**config.mk**
```make
export PLATFORM = sky130hd
export DESIGN_NAME = dot_field
export DESIGN_NICKNAME = d
export VERILOG_FILES = /design/src/rtl/dot_field.sv
export SDC_FILE = /design/constraint.sdc
export NUM_CORES = 1
export LEC_CHECK = 0
export BUFFER_PORTS_ARGS = -buffer_cell sky130_fd_sc_hd__buf_4
export CORE_UTILIZATION = 40
export CTS_CLUSTER_DIAMETER = 30
export CTS_CLUSTER_SIZE = 40
export DETAILED_ROUTE_END_ITERATION = 6
export PLACE_DENSITY = 0.68
export RECOVER_POWER = 25
export SKIP_LAST_GASP = 1
export SLEW_MARGIN = 20
export SYNTH_ARGS = -nofsm -noshare
export SYNTH_HDL_FRONTEND = slang
export SYNTH_SLANG_ARGS = --single-unit
```
**constraint.sdc**
```tcl
create_clock -name Clk -period 3.5 [get_ports Clk]
set_input_delay 0.175 -clock Clk [delete_from_list [all_inputs] [get_ports Clk]]
set_output_delay 0.175 -clock Clk [all_outputs]
set_load 0.01 [all_outputs]
```
**src/rtl/dot_field.sv**
```systemverilog
// dot_field: owns the ten collectible maze dots.
// Combinational per-pixel hit test against fixed dot centres, plus a
// registered alive mask that only ever clears as dots are eaten.
module dot_field #(
   parameter int NUM_DOTS = 10,
   parameter int DOT_HALF = 3
) (
   input  logic                Clk,
   input  logic                Reset,
   input  logic [9:0]          DrawX,
   input  logic [9:0]          DrawY,
   input  logic [NUM_DOTS-1:0] kill_10,
   output logic [NUM_DOTS-1:0] is_dot,
   output logic                is_dots,
   output logic [3:0]          dot_number,
   output logic [NUM_DOTS-1:0] alive_10,
   output logic [3:0]          alive_count,
   output logic                all_eaten
);

   // Half-width in the signed difference domain.
   localparam logic signed [10:0] HALF = 11'(DOT_HALF);

   // Fixed dot centre column by dot index.
   function automatic logic [9:0] dot_x(input int idx);
      logic [9:0] v;
      case (idx)
         0, 3, 7: v = 10'd40;
         1, 8:    v = 10'd320;
         4:       v = 10'd180;
         5:       v = 10'd460;
         2, 6, 9: v = 10'd600;
         default: v = 10'd0;
      endcase
      return v;
   endfunction

   // Fixed dot centre row by dot index.
   function automatic logic [9:0] dot_y(input int idx);
      logic [9:0] v;
      case (idx)
         0, 1, 2:       v = 10'd40;
         3, 4, 5, 6:    v = 10'd240;
         7, 8, 9:       v = 10'd440;
         default:       v = 10'd0;
      endcase
      return v;
   endfunction

   // One square test per dot. Differences are taken in 11-bit signed so large
   // coordinates (e.g. 1023) can never wrap into a near-zero distance.
   for (genvar gi = 0; gi < NUM_DOTS; gi++) begin : g_hit
      logic signed [10:0] dx;
      logic signed [10:0] dy;
      assign dx = $signed({1'b0, DrawX}) - $signed({1'b0, dot_x(gi)});
      assign dy = $signed({1'b0, DrawY}) - $signed({1'b0, dot_y(gi)});
      assign is_dot[gi] = (dx >= -HALF) && (dx <= HALF) &&
                          (dy >= -HALF) && (dy <= HALF);
   end

   assign is_dots = |is_dot;

   // Binary index of the hit dot; scanning downward makes the lowest hit win.
   always_comb begin
      dot_number = 4'd0;
      for (int i = NUM_DOTS - 1; i >= 0; i--) begin
         if (is_dot[i]) begin
            dot_number = 4'(i);
         end
      end
   end

   // Alive mask: reset restores every dot (and overrides a same-cycle kill);
   // otherwise named dots are cleared, and cleared dots stay cleared.
   always_ff @(posedge Clk) begin
      if (!Reset) begin
         alive_10 <= '1;
      end else begin
         alive_10 <= alive_10 & ~kill_10;
      end
   end

   // Number of dots still alive.
   always_comb begin
      alive_count = 4'd0;
      for (int i = 0; i < NUM_DOTS; i++) begin
         alive_count = alive_count + 4'(alive_10[i]);
      end
   end

   assign all_eaten = (alive_10 == '0);

endmodule

```
Word level (Yosys, flattened, before mapping)
Index checks and enable logic that the tools add are counted.
Widths: inputs -> output; s select.
Cells by class
  add/subtract/negate cells: 17
  magnitude comparators: 16
  mux-type cells: 10
  bitwise gates (word level): 2
  reduce and logical (&&, ||, !) cells: 27
Operators with widths (number)
  $ge 11x3->1 const B: 8
  $le 11x3->1 const B: 8
  $mux 4: 10
  $sub 10x9->11 const B: 3
  $logic_and 1x1->1: 25
  $add 4x1->4: 6
  $sub 10x6->11 const B: 2
  $sub 10x8->11 const B: 2
  $sub 10x10->11 const B: 1
  $and 10x10->10: 1
  $logic_not 10->1: 1
  $not 10->10: 1
  $reduce_or 10->1: 1
  $add 3x1->4: 1
  $add 2x1->3: 1
  $add 1x1->2: 1
Storage, ports and cells
  register bits: 10
  input port bits: 32
  output and inout port bits: 30
  logic and storage cells: 73

Longest topological paths before layout
  word-level depth: 15
  mapped depth: 11
  mapped depth without buffers: 9

Least setup slack after synthesis
OpenSTA, ideal clock, no wires.
  path kind: reg2out
  start: reg alive_10[5]
  end: out alive_count[2]
  arrival: 2.704 ns
  data required time: 3.325 ns
  slack: 0.621 ns
  stages on the path, launching flop included: 10
  path buffers: 0
  path through: dfxtp_1 > inv_1 > fa_1 > fa_1 > fa_1 > inv_1 > ha_1 > inv_1 > fa_1 > xnor2_1
On the way
  cells in the longest elaborated chain, start to end: 5
RTL lines
  start, declared: line 16  | output logic [NUM_DOTS-1:0] alive_10,
  start signal, assigned: line 79  | alive_10 <= alive_10 & ~kill_10;
  $add 4x1->4 (5 in series): line 87  | alive_count = alive_count + 4'(alive_10[i]);
  end, declared: line 17  | output logic [3:0] alive_count,
Every way passes these cells.

Worst setup path after layout
Ends and elaborated chain as after synthesis.

==> metrics.md <==
| Metric | Value |
|---|---|
| Worst Hold Endpoint | alive_10[2] |
| Global-route wire length before repair | 10.5 mm |
| Fin. max-slew vios | 0 |
| DR iter-0 viols | 192 |
| HPWL after detailed placement | 5.15 mm |
| Avg Inst Size Synth | 7.27 um^2 |
| Netlist cell types | 65 |
| Synth Register Bits | 10 |
| Leakage power | 0.00134 uW |
| Layout area overhead | 20.5% |
| VDD IR max | 328 uV |
| Critical Path End Type | output port |
| Global-route usage over all layers | 0.198 |
| Max Clock Skew | 0 ns |
| Fmax achieved | 312 MHz |
| Cells after Synth | 338 |
| Fraction of the cycle the final worst path needs | 0.916 |
| Crit path time final | 3.20 ns |
| Largest register FFs | 10 |
| H-tree depth | 1 |
| Setup Fix Bufs, Post-CTS | 0 |
| Class of the worst hold path | input port to flop |
| Worst reg2reg endpoint | alive_10[6] |
| Slew @ Worst Pin | 0.518 ns |
| Port Buffers | 61 |
| Die area | 6460 um^2 |
| Worst EP arrival | 3.03 ns |
| PD cells | 227 nW/um^2 |
| Final setup TNS | 0 ns |
| Reg2reg path depth | 2 |
| Synth warn | 0 |
| Required time worst endpoint | 3.32 ns |
| GRT met1 Usage | 0.254 |
| Nets@finish | 452 |
| Clk slew on worst S/H paths | 0.05 ns |
| Cts repair resizes | 0 |
| Drt wl/cell | 14.4 um |
| Hold Path Cell Cnt | 2 |
| Kind of cell adding the most delay to the critical path | adder cells |
| Post-synth top area cell | ha_1 |
| Num rows | 28 |
| Final GP Congestion | 0.872 |
| Critical setup path kind | flop to output port |
| Met3 global-route usage | 0.0205 |
| Mapped cell area | 2460 um^2 |
| Layout cells sized above 1 | 0.194 |
| Largest cells by area after synthesis | ha_1, dfxtp_1, fa_1 |
| # clock sinks | 10 |
| Final setup fails | 0 |
| Slowest CP cell | fa_1 |
| Max-cap violation count | 0 |
| Clock buffer depth | 2 |
| DRC | 0 |
| Root Buffer | clkbuf_8 |
| Number of synthesized flops with an enable pin | 0 |
| Biggest register | alive_10 |
| Hold-fix buffers, CTS | 0 |
| Commonest cells in the netlist | inv_1, ha_1, a21oi_1, nor2_1, nand2_1 |
| Slowest stage delay, CP | 0.57 ns |
| Via Count | 2,653 |
| Tot Pwr | 672 uW |
| Vias in the first global route | 2,379 |
| Top FF cell, synth | dfxtp_1 |
| Final Hold Viols | 0 |
| Start point of the worst hold path | kill_10[2] |
| First-pass DRT Iterations | 5 |
| RR Startpoint | alive_10[6] |
| RSZ-0062 raised after global routing | no |
| Initial Utilization | 0.415 |
| Finished Layout Cells | 457 |
| Cells after DPL | 453 |
| Antenna violations before repair | 0 |
| CORE AREA | 5920 um^2 |
| Cell chain of the critical path | inv_1 -> fa_1 -> fa_1 -> fa_1 -> inv_1 -> ha_1 -> inv_1 -> fa_1 -> xnor2_1 -> buf_4 |
| I/O Pins | 62 |
| Drt via density | 5.81 |
| Most numerous cell in the Yosys netlist | inv_1 |
| Routed WL | 6.57 mm |
| Cts bufs inserted | 3 |
| Multi-input gate area | 2030 um^2 |
| Biggest registers after layout | alive_10: 10 flops |
| Post-Syn Nets | 407 |
| CP max FO | 3 |
| Die W | 80.4 um |
| Max-slew headroom | 0.655 |
| Startpoint Class | flop |
| Most used cell along the critical path | fa_1 |
| Antenna fix cells | 0 |
| Clk_lat worst skew | 0.23 ns |
| Async S/R FF share, synth | 0 |
| Flop2flop setup slack | 2.81 ns |
| Post-synth top area share | 0.158 |
| Fillcell total | 604 |
| Grt ovf | 0 |
| Seq/Total Area, Yosys | 0.0815 |
| CTS tree | built |
| Pin count of the biggest net entering global routing | 30 |
| Storage cell area | 200 um^2 |
| Worst path bufs/invs | 4 |
| Status | complete, no violations |
| Grt peak-use layer | met2 |
| Post-DRT Antenna Nets | 0 |
| Chip Height | 80.4 um |
| Global-route met2 utilization | 0.360 |
==> where the power goes <==
group          total, uW  switching [uW]  leakage, uW  internal (uW)
clock network        143            44.0    0.0000288           98.7
logic                400             215      0.00122            185
registers            130            7.21    0.0000841            123
total                672             266      0.00134            406
==> how the worst max path moves through the flow <==
stage                     start              to  depth (start not counted)
global route        alive_10[5]  alive_count[2]                         10
global placement    alive_10[5]  alive_count[2]                         10
CTS                 alive_10[5]  alive_count[2]                         10
detailed placement  alive_10[5]  alive_count[2]                         10
finish              alive_10[5]  alive_count[2]                         10
floorplan           alive_10[5]  alive_count[2]                          9
==> cells in the final DEF, fill, tap and decap left out, types with 6 or more instances in the layout <==
master,n
nand2_1,21
nand4_1,6
nor3_1,12
a21oi_1,23
nand3_1,9
ha_1,31
dfxtp_1,10
nor2b_1,9
inv_1,32
xnor2_1,10
nor2_1,23
o21ai_0,15
buf_4,61
fa_1,6
xor2_1,7
==> stage by stage <==
step           worst slack (ns)   util  area [um^2]  hold slack, ns
2_1_floorplan             0.621      -         2460           0.251
3_3_place_gp              0.590  0.491         2910           0.361
3_5_place_dp              0.528  0.491         2910           0.369
4_1_cts                   0.274  0.500         2960           0.116
5_1_grt                   0.158  0.500         2960           0.125
6_report                  0.296  0.500         2960           0.115
==> logic make-up (layout without fill, tap and decap cells) <==
kind of cell / Yosys count / after routing / synth area share
muxes: 2 / 2 / 0.00815
and+or+nand+nor: 126 / 126 / 0.291
adders and majority gates: 37 / 37 / 0.207
DFF: 10 / 10 / 0.0815
AOI/OAI and AO/OA: 93 / 93 / 0.261
buffers and inverters: 53 / 97 / 0.0907
xor gates and xnor gates: 17 / 17 / 0.0606
==> layout make-up <==
class / instances / share of cell area
multi-input combinational: 275 / 0.687
clock buffer: 4 / 0.0186
sequential: 10 / 0.0676
inverter: 32 / 0.0406
timing repair buffer: 61 / 0.155
tap: 75 / 0.0317
==> metal layers <==
metal / part of all wire / up-vias / wire (um)
met2: 0.48 / 94 / 3170
met1: 0.45 / 1249 / 2980
met4: 0.0069 / 0 / 45
met5: 0 / - / 0
met3: 0.056 / 6 / 370
li1: - / 1304 / -
(Power assumes the default switching activity.)
